==> src/rtl/gemm_layer_sequencer_if.sv <==
// Host/config and MAC-array command bundle for gemm_layer_sequencer.
interface gemm_layer_sequencer_if #(
  parameter int unsigned MAX_LAYERS = 8,
  parameter int unsigned WADDR_W    = 16,
  parameter int unsigned AADDR_W    = 8,
  parameter int unsigned BADDR_W    = 8
);
  localparam int unsigned LW    = $clog2(MAX_LAYERS);
  localparam int unsigned CFG_W = WADDR_W + BADDR_W + 2*AADDR_W + 12;

  logic               cfg_we;
  logic [LW-1:0]      cfg_idx;
  logic [CFG_W-1:0]   cfg_data;
  logic [LW:0]        num_layers;
  logic               start;
  logic               abort;
  logic               busy;
  logic               done;
  logic               err;
  logic               issue_valid;
  logic               clear_acc;
  logic [WADDR_W-1:0] weight_addr;
  logic [AADDR_W-1:0] act_in_addr;
  logic               wb_valid;
  logic [AADDR_W-1:0] wb_act_addr;
  logic [BADDR_W-1:0] wb_bias_addr;
  logic [LW-1:0]      layer_idx;

  modport master (
    output cfg_we, cfg_idx, cfg_data, num_layers, start, abort,
    input  busy, done, err, issue_valid, clear_acc, weight_addr, act_in_addr,
           wb_valid, wb_act_addr, wb_bias_addr, layer_idx
  );

  modport slave (
    input  cfg_we, cfg_idx, cfg_data, num_layers, start, abort,
    output busy, done, err, issue_valid, clear_acc, weight_addr, act_in_addr,
           wb_valid, wb_act_addr, wb_bias_addr, layer_idx
  );
endinterface

==> src/rtl/gemm_layer_sequencer.sv <==
// Walks a table of layer descriptors and emits one MAC issue command per cycle,
// followed by a writeback strobe per output block.
module gemm_layer_sequencer #(
  parameter int unsigned MAC_COUNT  = 32,
  parameter int unsigned MAX_LAYERS = 8,
  parameter int unsigned WADDR_W    = 16,
  parameter int unsigned AADDR_W    = 8,
  parameter int unsigned BADDR_W    = 8
) (
  input  logic                  clk,
  input  logic                  reset,
  gemm_layer_sequencer_if.slave bus
);
  localparam int unsigned LW    = $clog2(MAX_LAYERS);
  localparam int unsigned NLW   = LW + 1;
  localparam int unsigned CFG_W = WADDR_W + BADDR_W + 2*AADDR_W + 12;

  typedef struct packed {
    logic [WADDR_W-1:0] weight_base;
    logic [BADDR_W-1:0] bias_base;
    logic [AADDR_W-1:0] act_out_base;
    logic [AADDR_W-1:0] act_in_base;
    logic [3:0]         out_blocks;
    logic [7:0]         in_size;
  } desc_t;

  typedef enum logic [2:0] {IDLE, ISSUE, DRAIN, WB, DONE} state_t;

  logic [CFG_W-1:0] table_q [MAX_LAYERS];

  state_t             state_q, state_d;
  logic [7:0]         k_q, k_d;
  logic [3:0]         block_q, block_d;
  logic [LW-1:0]      layer_q, layer_d;
  logic [NLW-1:0]     nl_q, nl_d;
  desc_t              desc_q, desc_d, entry_desc;
  logic               drain_q, drain_d;
  logic               err_q, err_d;
  logic [WADDR_W-1:0] waddr_q, waddr_d;
  logic               enter;

  logic               busy_q, done_q, issue_valid_q, clear_acc_q, wb_valid_q;
  logic [AADDR_W-1:0] act_in_q, act_in_d;
  logic [AADDR_W-1:0] wb_act_q, wb_act_d;
  logic [BADDR_W-1:0] wb_bias_q, wb_bias_d;

  // Table writes are blocked while a sequence is running.
  always_ff @(posedge clk) begin
    if (bus.cfg_we && !busy_q) table_q[bus.cfg_idx] <= bus.cfg_data;
  end

  always_ff @(posedge clk) begin
    if (reset) begin
      state_q       <= IDLE;
      k_q           <= '0;
      block_q       <= '0;
      layer_q       <= '0;
      nl_q          <= '0;
      desc_q        <= '0;
      drain_q       <= 1'b0;
      err_q         <= 1'b0;
      waddr_q       <= '0;
      busy_q        <= 1'b0;
      done_q        <= 1'b0;
      issue_valid_q <= 1'b0;
      clear_acc_q   <= 1'b0;
      wb_valid_q    <= 1'b0;
      act_in_q      <= '0;
      wb_act_q      <= '0;
      wb_bias_q     <= '0;
    end else begin
      state_q       <= state_d;
      k_q           <= k_d;
      block_q       <= block_d;
      layer_q       <= layer_d;
      nl_q          <= nl_d;
      desc_q        <= desc_d;
      drain_q       <= drain_d;
      err_q         <= err_d;
      waddr_q       <= waddr_d;
      busy_q        <= (state_d == ISSUE) || (state_d == DRAIN) || (state_d == WB);
      done_q        <= (state_d == DONE);
      issue_valid_q <= (state_d == ISSUE);
      clear_acc_q   <= (state_d == ISSUE) && (k_d == 8'd0);
      wb_valid_q    <= (state_d == WB);
      act_in_q      <= act_in_d;
      wb_act_q      <= wb_act_d;
      wb_bias_q     <= wb_bias_d;
    end
  end

  // Next-state and counter update; outputs are registered from the *_d values.
  always_comb begin
    state_d    = state_q;
    k_d        = k_q;
    block_d    = block_q;
    layer_d    = layer_q;
    nl_d       = nl_q;
    desc_d     = desc_q;
    drain_d    = drain_q;
    err_d      = err_q;
    waddr_d    = waddr_q;
    enter      = 1'b0;
    entry_desc = desc_q;
    act_in_d   = act_in_q;
    wb_act_d   = wb_act_q;
    wb_bias_d  = wb_bias_q;

    case (state_q)
      IDLE: begin
        if (bus.start) begin
          err_d   = 1'b0;
          layer_d = '0;
          block_d = '0;
          k_d     = '0;
          nl_d    = bus.num_layers;
          if (bus.num_layers == '0) begin
            state_d = DONE;
          end else begin
            enter = 1'b1;
            // Same-cycle write to slot 0 must be visible to this start.
            entry_desc = (bus.cfg_we && bus.cfg_idx == '0) ? desc_t'(bus.cfg_data)
                                                           : desc_t'(table_q[0]);
          end
        end
      end
      ISSUE: begin
        if (k_q == desc_q.in_size - 8'd1) begin
          state_d = DRAIN;
          drain_d = 1'b0;
        end else begin
          k_d     = k_q + 8'd1;
          waddr_d = waddr_q + WADDR_W'(MAC_COUNT);
        end
      end
      DRAIN: begin
        if (drain_q) state_d = WB;
        else         drain_d = 1'b1;
      end
      WB: begin
        if (block_q < desc_q.out_blocks - 4'd1) begin
          block_d = block_q + 4'd1;
          k_d     = '0;
          state_d = ISSUE;
          waddr_d = waddr_q + WADDR_W'(MAC_COUNT);
        end else if ({1'b0, layer_q} < nl_q - NLW'(1)) begin
          layer_d    = layer_q + LW'(1);
          block_d    = '0;
          k_d        = '0;
          enter      = 1'b1;
          entry_desc = desc_t'(table_q[LW'(layer_q + LW'(1))]);
        end else begin
          state_d = DONE;
        end
      end
      DONE:    state_d = IDLE;
      default: state_d = IDLE;
    endcase

    // Layer entry: reject empty layers, otherwise restart the weight counter.
    if (enter) begin
      desc_d = entry_desc;
      if (entry_desc.in_size == 8'd0 || entry_desc.out_blocks == 4'd0) begin
        err_d   = 1'b1;
        state_d = DONE;
      end else begin
        state_d = ISSUE;
        waddr_d = entry_desc.weight_base;
      end
    end

    if (bus.abort && state_q != IDLE) begin
      state_d = IDLE;
      err_d   = err_q;
    end

    if (state_d == ISSUE) act_in_d = desc_d.act_in_base + AADDR_W'(k_d);
    if (state_d == WB) begin
      wb_act_d  = desc_d.act_out_base + AADDR_W'(32'(block_d) * MAC_COUNT);
      wb_bias_d = desc_d.bias_base    + BADDR_W'(32'(block_d) * MAC_COUNT);
    end
  end

  assign bus.busy         = busy_q;
  assign bus.done         = done_q;
  assign bus.err          = err_q;
  assign bus.issue_valid  = issue_valid_q;
  assign bus.clear_acc    = clear_acc_q;
  assign bus.weight_addr  = waddr_q;
  assign bus.act_in_addr  = act_in_q;
  assign bus.wb_valid     = wb_valid_q;
  assign bus.wb_act_addr  = wb_act_q;
  assign bus.wb_bias_addr = wb_bias_q;
  assign bus.layer_idx    = layer_q;
endmodule

==> src/flat_wrapper.sv <==
// flat-port wrapper written by rule: the top's interface ports become plain ports
module gemm_layer_sequencer_flat 
#(
  parameter int unsigned MAC_COUNT  = 32,
  parameter int unsigned MAX_LAYERS = 8,
  parameter int unsigned WADDR_W    = 16,
  parameter int unsigned AADDR_W    = 8,
  parameter int unsigned BADDR_W    = 8
)
  (clk, reset, bus_cfg_we, bus_cfg_idx, bus_cfg_data, bus_num_layers, bus_start, bus_abort, bus_busy, bus_done, bus_err, bus_issue_valid, bus_clear_acc, bus_weight_addr, bus_act_in_addr, bus_wb_valid, bus_wb_act_addr, bus_wb_bias_addr, bus_layer_idx);
  gemm_layer_sequencer_if #(.MAX_LAYERS(MAX_LAYERS), .WADDR_W(WADDR_W), .AADDR_W(AADDR_W), .BADDR_W(BADDR_W)) bus_i ();
  input  logic clk;
  input  logic reset;
  input wire logic [$bits(bus_i.cfg_we)-1:0] bus_cfg_we;
  input wire logic [$bits(bus_i.cfg_idx)-1:0] bus_cfg_idx;
  input wire logic [$bits(bus_i.cfg_data)-1:0] bus_cfg_data;
  input wire logic [$bits(bus_i.num_layers)-1:0] bus_num_layers;
  input wire logic [$bits(bus_i.start)-1:0] bus_start;
  input wire logic [$bits(bus_i.abort)-1:0] bus_abort;
  output wire logic [$bits(bus_i.busy)-1:0] bus_busy;
  output wire logic [$bits(bus_i.done)-1:0] bus_done;
  output wire logic [$bits(bus_i.err)-1:0] bus_err;
  output wire logic [$bits(bus_i.issue_valid)-1:0] bus_issue_valid;
  output wire logic [$bits(bus_i.clear_acc)-1:0] bus_clear_acc;
  output wire logic [$bits(bus_i.weight_addr)-1:0] bus_weight_addr;
  output wire logic [$bits(bus_i.act_in_addr)-1:0] bus_act_in_addr;
  output wire logic [$bits(bus_i.wb_valid)-1:0] bus_wb_valid;
  output wire logic [$bits(bus_i.wb_act_addr)-1:0] bus_wb_act_addr;
  output wire logic [$bits(bus_i.wb_bias_addr)-1:0] bus_wb_bias_addr;
  output wire logic [$bits(bus_i.layer_idx)-1:0] bus_layer_idx;
  assign bus_i.cfg_we = bus_cfg_we;
  assign bus_i.cfg_idx = bus_cfg_idx;
  assign bus_i.cfg_data = bus_cfg_data;
  assign bus_i.num_layers = bus_num_layers;
  assign bus_i.start = bus_start;
  assign bus_i.abort = bus_abort;
  assign bus_busy = bus_i.busy;
  assign bus_done = bus_i.done;
  assign bus_err = bus_i.err;
  assign bus_issue_valid = bus_i.issue_valid;
  assign bus_clear_acc = bus_i.clear_acc;
  assign bus_weight_addr = bus_i.weight_addr;
  assign bus_act_in_addr = bus_i.act_in_addr;
  assign bus_wb_valid = bus_i.wb_valid;
  assign bus_wb_act_addr = bus_i.wb_act_addr;
  assign bus_wb_bias_addr = bus_i.wb_bias_addr;
  assign bus_layer_idx = bus_i.layer_idx;
  gemm_layer_sequencer #(.MAC_COUNT(MAC_COUNT), .MAX_LAYERS(MAX_LAYERS), .WADDR_W(WADDR_W), .AADDR_W(AADDR_W), .BADDR_W(BADDR_W)) u_core (.clk(clk), .reset(reset), .bus(bus_i));
endmodule
==> config.mk <==
export PLATFORM = sky130hd
export DESIGN_NAME = gemm_layer_sequencer_flat
export DESIGN_NICKNAME = d
export VERILOG_FILES = /design/src/rtl/gemm_layer_sequencer_if.sv /design/src/rtl/gemm_layer_sequencer.sv /design/src/flat_wrapper.sv
export SDC_FILE = /design/constraint.sdc
export NUM_CORES = 1
export LEC_CHECK = 0
export BUFFER_PORTS_ARGS = -buffer_cell sky130_fd_sc_hd__buf_2
export CORE_MARGIN = 2
export CORE_UTILIZATION = 55
export CTS_CLUSTER_DIAMETER = 120
export DETAILED_ROUTE_END_ITERATION = 10
export MAX_ROUTING_LAYER = met4
export PLACE_DENSITY = 0.76
export SKIP_LAST_GASP = 1
export SLEW_MARGIN = 5
export SYNTH_ARGS = -nofsm -noshare
export SYNTH_HDL_FRONTEND = slang
export SYNTH_SLANG_ARGS = --single-unit
==> constraint.sdc <==
create_clock -name clk -period 6.3 [get_ports clk]
set_input_delay 1.575 -clock clk [delete_from_list [all_inputs] [get_ports clk]]
set_output_delay 1.575 -clock clk [all_outputs]
set_load 0.005 [all_outputs]
# After elaboration in Yosys (flattened, before gate mapping)
# Memory sizes are Yosys's and may differ from the RTL's.
# Index checks and enable logic that the tools add are counted.
# Widths: inputs -> output; s select.
dict set report totals {
  mem_count 1
  input_bits 64
  output_inout_bits 49
  regBits 121
  wordCells 118
  mem_bits_rw 416
}
# memory depth word_bits rd rd_clocked_by_memory_dff write_ports line
set memory_table {}
lappend memory_table {u_core.table_q 8 52 2 0 1 gemm_layer_sequencer.sv:29} ;# logic [CFG_W-1:0] table_q [MAX_LAYERS];
dict set report op_classes {
  order_cmp 2
  addsub 10
  eq_ne 13
  n_reduce_logical 21
  mux 48
}
# op n
set op_table {}
lappend op_table {{$mux 52} 5}
lappend op_table {{$pmux 52 s2} 1}
lappend op_table {{$mux 16} 4}
lappend op_table {{$mux 3} 12}
lappend op_table {{$mux 36} 1}
lappend op_table {{$mux 8} 4}
lappend op_table {{$pmux 16 s2} 1}
lappend op_table {{$add 8x8->8} 3}
lappend op_table {{$pmux 8 s3} 1}
lappend op_table {{$add 16x6->16 const B} 1}
lappend op_table {{$logic_not 8->1} 2}
lappend op_table {{$eq 3x2->1 const B} 4}
lappend op_table {{$mux 4} 3}
lappend op_table {{$pmux 3 s4} 1}
lappend op_table {{$mux 1} 11}
lappend op_table {{$add 8x1->8 const B} 1}
lappend op_table {{$eq 8x8->1} 1}
lappend op_table {{$logic_not 4->1} 2}
lappend op_table {{$pmux 4 s2} 1}
lappend op_table {{$sub 4x1->4 const B} 2}
lappend op_table {{$sub 8x1->8 const B} 1}
lappend op_table {{$eq 3x1->1 const B} 2}
lappend op_table {{$logic_not 3->1} 2}
lappend op_table {{$pmux 3 s2} 1}
lappend op_table {{17 further kinds} 27}

# Depth between registers and ports, before layout
dict set report depth {
  ltp_word 14
  mapped_depth 20
  mapped_depth_nobuf 19
}

# Worst setup path before layout
# No wires, ideal clock.
dict set report synth_path {
  path_kind {input to register}
  startpoint {in bus_cfg_idx[2]}
  endpoint {mem u_core.table_q[0][0] (netlist name), enable pin}
  arrival_ps 5636
  t_required_ps 5774
  slack_ps 138
  cell_stages 2
  n_path_buf 0
  cell_sequence {or3b_2 -> nor3_1}
}
# item line
set synth_rtl {}
lappend synth_rtl {{from (decl)} flat_wrapper.sv:15} ;# input wire logic [$bits(bus_i.cfg_idx)-1:0] bus_cfg_idx;
lappend synth_rtl {{to (decl)} gemm_layer_sequencer.sv:29}
# Straight into the memory's write port.

# Final worst setup path
dict set report layout_path {
  startpoint {reg u_core.layer_q[1], in the netlist u_core.bus.layer_idx[1]}
  endpoint {reg u_core.waddr_q[1], in the netlist u_core.bus.weight_addr[1]}
}
dict set report layout_between {
  elab_chain_len 9
  elab_cells_between_ends 14
  classes_between {add/sub: 1; order compare: 1; mux: 8; reduce/logical: 3; memory: 1}
}
# item line
set layout_rtl {}
lappend layout_rtl {{from (decl)} gemm_layer_sequencer.sv:34} ;# logic [LW-1:0] layer_q, layer_d;
lappend layout_rtl {{from (signal assigned)} gemm_layer_sequencer.sv:75} ;# layer_q <= layer_d;
lappend layout_rtl {{$add 3x1->3} gemm_layer_sequencer.sv:151} ;# entry_desc = desc_t'(table_q[LW'(layer_q + LW'(1))]);
lappend layout_rtl {{$mem_v2 8x52} n/a}
lappend layout_rtl {{$mux 52} gemm_layer_sequencer.sv:146} ;# end else if ({1'b0, layer_q} < nl_q - NLW'(1)) begin
lappend layout_rtl {{$mux 52} gemm_layer_sequencer.sv:141} ;# if (block_q < desc_q.out_blocks - 4'd1) begin
lappend layout_rtl {{$pmux 52 s2} gemm_layer_sequencer.sv:109} ;# case (state_q)
lappend layout_rtl {{$logic_not 8->1 / $logic_not 4->1 (equally long branches)} gemm_layer_sequencer.sv:163} ;# if (entry_desc.in_size == 8'd0 || entry_desc.out_blocks == 4'd0) begin
lappend layout_rtl {{$logic_or 1x1->1} gemm_layer_sequencer.sv:163}
lappend layout_rtl {{$mux 16} gemm_layer_sequencer.sv:163}
lappend layout_rtl {{$mux 16 (*)} gemm_layer_sequencer.sv:161} ;# if (enter) begin
lappend layout_rtl {{to (signal assigned)} gemm_layer_sequencer.sv:80} ;# waddr_q <= waddr_d;
lappend layout_rtl {{to (decl)} gemm_layer_sequencer.sv:39} ;# logic [WADDR_W-1:0] waddr_q, waddr_d;
# Every way passes the cells marked *; elsewhere a longest branch is shown, timed or not.
# A chain may end at the register's enable or synchronous reset.

==> results.ini <==
[run_status]
outcome=finished clean

[setup_path]
startpoint_type=register
worst_ep_arrival_time_ns=5.15
cp_data_required_time_ns=6.77
crit_type=register to register
worstSetupEndpointType=register
cp_max_fo=59
rr_startpoint=u_core.bus.layer_idx[1]
rr_endpoint=u_core.bus.weight_addr[1]
rr_worst_depth=10
r2r_setup_slack_ns=1.62

[synthesis]
yosys.area.top_type_share_pct=55.74
synthTopCellsByArea=edfxtp_1 56%, dfxtp_1 10%, mux4_2 10%, mux2i_1 2.9%, nand2_1 2.5%
synth_area_per_cell_um2=14.80
yosysSeqAreaShare_pct=65.83
ys_ff_latch=529
synth_area_um2=22410
synth_cell_types=80
ys_warn_count=0
synth_fp_nets=1602
async_flop_share_pct=0
synthCells=1514
synth_largest_area_cell=edfxtp_1
netlist_top_cells_count=416 x edfxtp_1, 150 x nand2_1, 113 x dfxtp_1
yosysMostFrequentCell=edfxtp_1
synthFlopType=edfxtp_1
synth_edf_count=416

[detailed_routing]
wl_met3_um=4531
wl_per_cell_um=24.17
wirelength_um=52830
wl_met1_um=21730
drtIter0Drc=1418
antenna_left=0
vias=13778
drc=0
dr.pass1.iters=5
highest_layer=met4
route.met2.wl_um=25260
viasPerCell=6.303

[clock_tree]
cts_hold_buf=0
cts.sinks=529
htree_levels=2
numCtsBuffers=51
postCtsSetupBuffers=0
cts_tree=done
cts_buffer_depth=3
cts_root_buf=clkbuf_16
clk_pin_slew_worst_paths_ns=0.06
clock_latency_ns=0.59
ctsResizeCount=0

[floorplanning]
initial_core_util_pct=56.02
std_cell_rows=73
pin_count=113
fp.dieArea_um2=42380
die_h_um=205.9
die_w_um=205.9
core_um2=40010

[worst_hold_path]
hold_end=u_core.bus.err
hp-start=u_core.bus.err
hold_class=register to register
hold_depth=2

[sta]
grt_setup_unrepaired=false
max_slew_margin_pct=21.80
hold_viol=0
setup_tns_ns=0
holdWs_ns=0.4550
post-route-period-util_pct=74.32
setup_viol=0
slew_viol_final=0
fin_worst_skew_ns=0.02017
worst_slew_pin_slew_ns=1.173
min_period_ns=4.682
fmax_mhz=213.6

[final_layout]
fillers=2915
multi_input_area_um2=7315
nNetsFinal=1700
seqCellArea_um2=14760
area_delta_synth_final_pct=12.57
drive_above_1_share_pct=22.40
final_core_util_pct=63.07

[flow_run]
maxCapViolCount=0

[place]
hpwl_um=31560
portBuffers=112
place.gp.congestion=0.9036

[global_route]
grt.overflow.total=0
grt_max_degree=108
grt_pass1_wl_um=81040
antenna_found_initial=9
grt_usage_pct=26.28
grt_pass1_vias=13786

[power]
cellLeakagePower_nw=8.478
ir_drop_mv=0.2545
powerDensity_nw_per_um2=303.1

## how the worst max path moves through the flow
stage,startpoint,end,slack [ns]
floorplan,bus_cfg_idx[2],u_core.table_q[0][0],0.14
global placement,bus_cfg_idx[1],u_core.bus.weight_addr[4],1.24
detailed placement,bus_start,u_core.bus.act_in_addr[7],1.13
CTS,u_core.bus.layer_idx[1],u_core.bus.weight_addr[5],1.61
global route,u_core.desc_q[8],u_core.bus.act_in_addr[7],1.32
finish,u_core.bus.layer_idx[1],u_core.bus.weight_addr[1],1.62
## critical path, stage by stage (launching register included)
cell and delay (ns):
dfxtp_1 0.37, ha_4 0.91, buf_4 0.84, nor2_1 0.12, a22oi_1 0.29, a311oi_1 0.15
o22ai_1 0.34, a2bb2oi_2 0.57, buf_4 0.32, nand2_1 0.25, a32o_1 0.35
## state kept, by name, summed over array words and instances, names as in the netlist
name / count
u_core.table_q: 416
u_core.desc_q: 44
u_core.bus.weight_addr: 16
u_core.bus.act_in_addr: 8
u_core.bus.wb_act_addr: 8
u_core.bus.wb_bias_addr: 8
u_core.k_q: 8
u_core.block_q: 4
u_core.nl_q: 4
u_core.bus.layer_idx: 3
u_core.state_q: 3
u_core.bus.busy: 1
u_core.bus.clear_acc: 1
u_core.bus.done: 1
u_core.bus.err: 1
u_core.bus.issue_valid: 1
u_core.bus.wb_valid: 1
u_core.drain_q: 1
## cell usage in the layout, fill, tap and decap left out, types with 8 or more instances in the layout
master     Yosys  routed
nor2_1        98      91
o22ai_1       16      16
a311oi_1      16      16
nor3_1        24      22
clkinv_2       0      12
xor2_1        10       9
buf_4          0      26
diode_2        0       9
and2_1        16      16
clkbuf_16      0      51
dfxtp_1      113     112
ha_1          21      20
nor4_1        10      10
edfxtp_1     416     416
o221ai_1      10      10
buf_2         26     111
inv_1         19      19
o21ai_0       15      15
and3_1        15      15
xnor2_1       23      22
a211oi_1      20      20
nand3_1       22      22
a21oi_1       95      95
a31oi_1       13      13
nand2_1      150     149
clkinv_1       0       8
clkbuf_8       0       9
mux4_2       100     100
mux2_2        13      13
mux2i_1       64      64
## report_power, final
part	switching, mW	internal [mW]	leakage, nW
Clock	1.28	1.71	0.815
Combinational	0.434	0.248	2.97
Sequential	0.0772	3.90	4.69
Total	1.79	5.86	8.48
## routing by layer
metal,GRT usage [%],up-vias
li1,-,6109
met1,34.91,6959
met2,40.73,611
met3,5.740,99
met4,8.929,0
met5,-,-
## layout make-up
| type | count | area share, % |
|---|---|---|
| inverters | 19 | 0.2827 |
| diodes | 9 | 0.08926 |
| well taps | 525 | 2.604 |
| clock inverters | 27 | 0.8480 |
| repair buffers | 138 | 3.055 |
| multi-input cells | 873 | 28.99 |
| clock buffers | 66 | 5.638 |
| flip-flops and latches | 529 | 58.49 |
## cell families after synthesis
group | count (synthesis) | synth area share [%]
flops | 529 | 65.83
xor+xnor | 34 | 1.390
buf+inv | 112 | 2.054
compound gates | 250 | 7.587
simple gates | 387 | 8.072
fa+ha+maj | 24 | 1.440
mux | 178 | 13.63
## per-stage QoR
step	instance area (um^2)	setup slack [ns]	cells	power [mW]
after global routing	25230	1.318	2186	7.893
after detailed placement	23570	1.134	2084	4.718
after global placement	23570	1.236	2084	4.696
final	25230	1.618	2186	7.648
after CTS	25210	1.612	2177	7.676
after floorplan	22410	0.1380	1514	4.457
No activity file was read; power rests on OpenSTA's default activity.
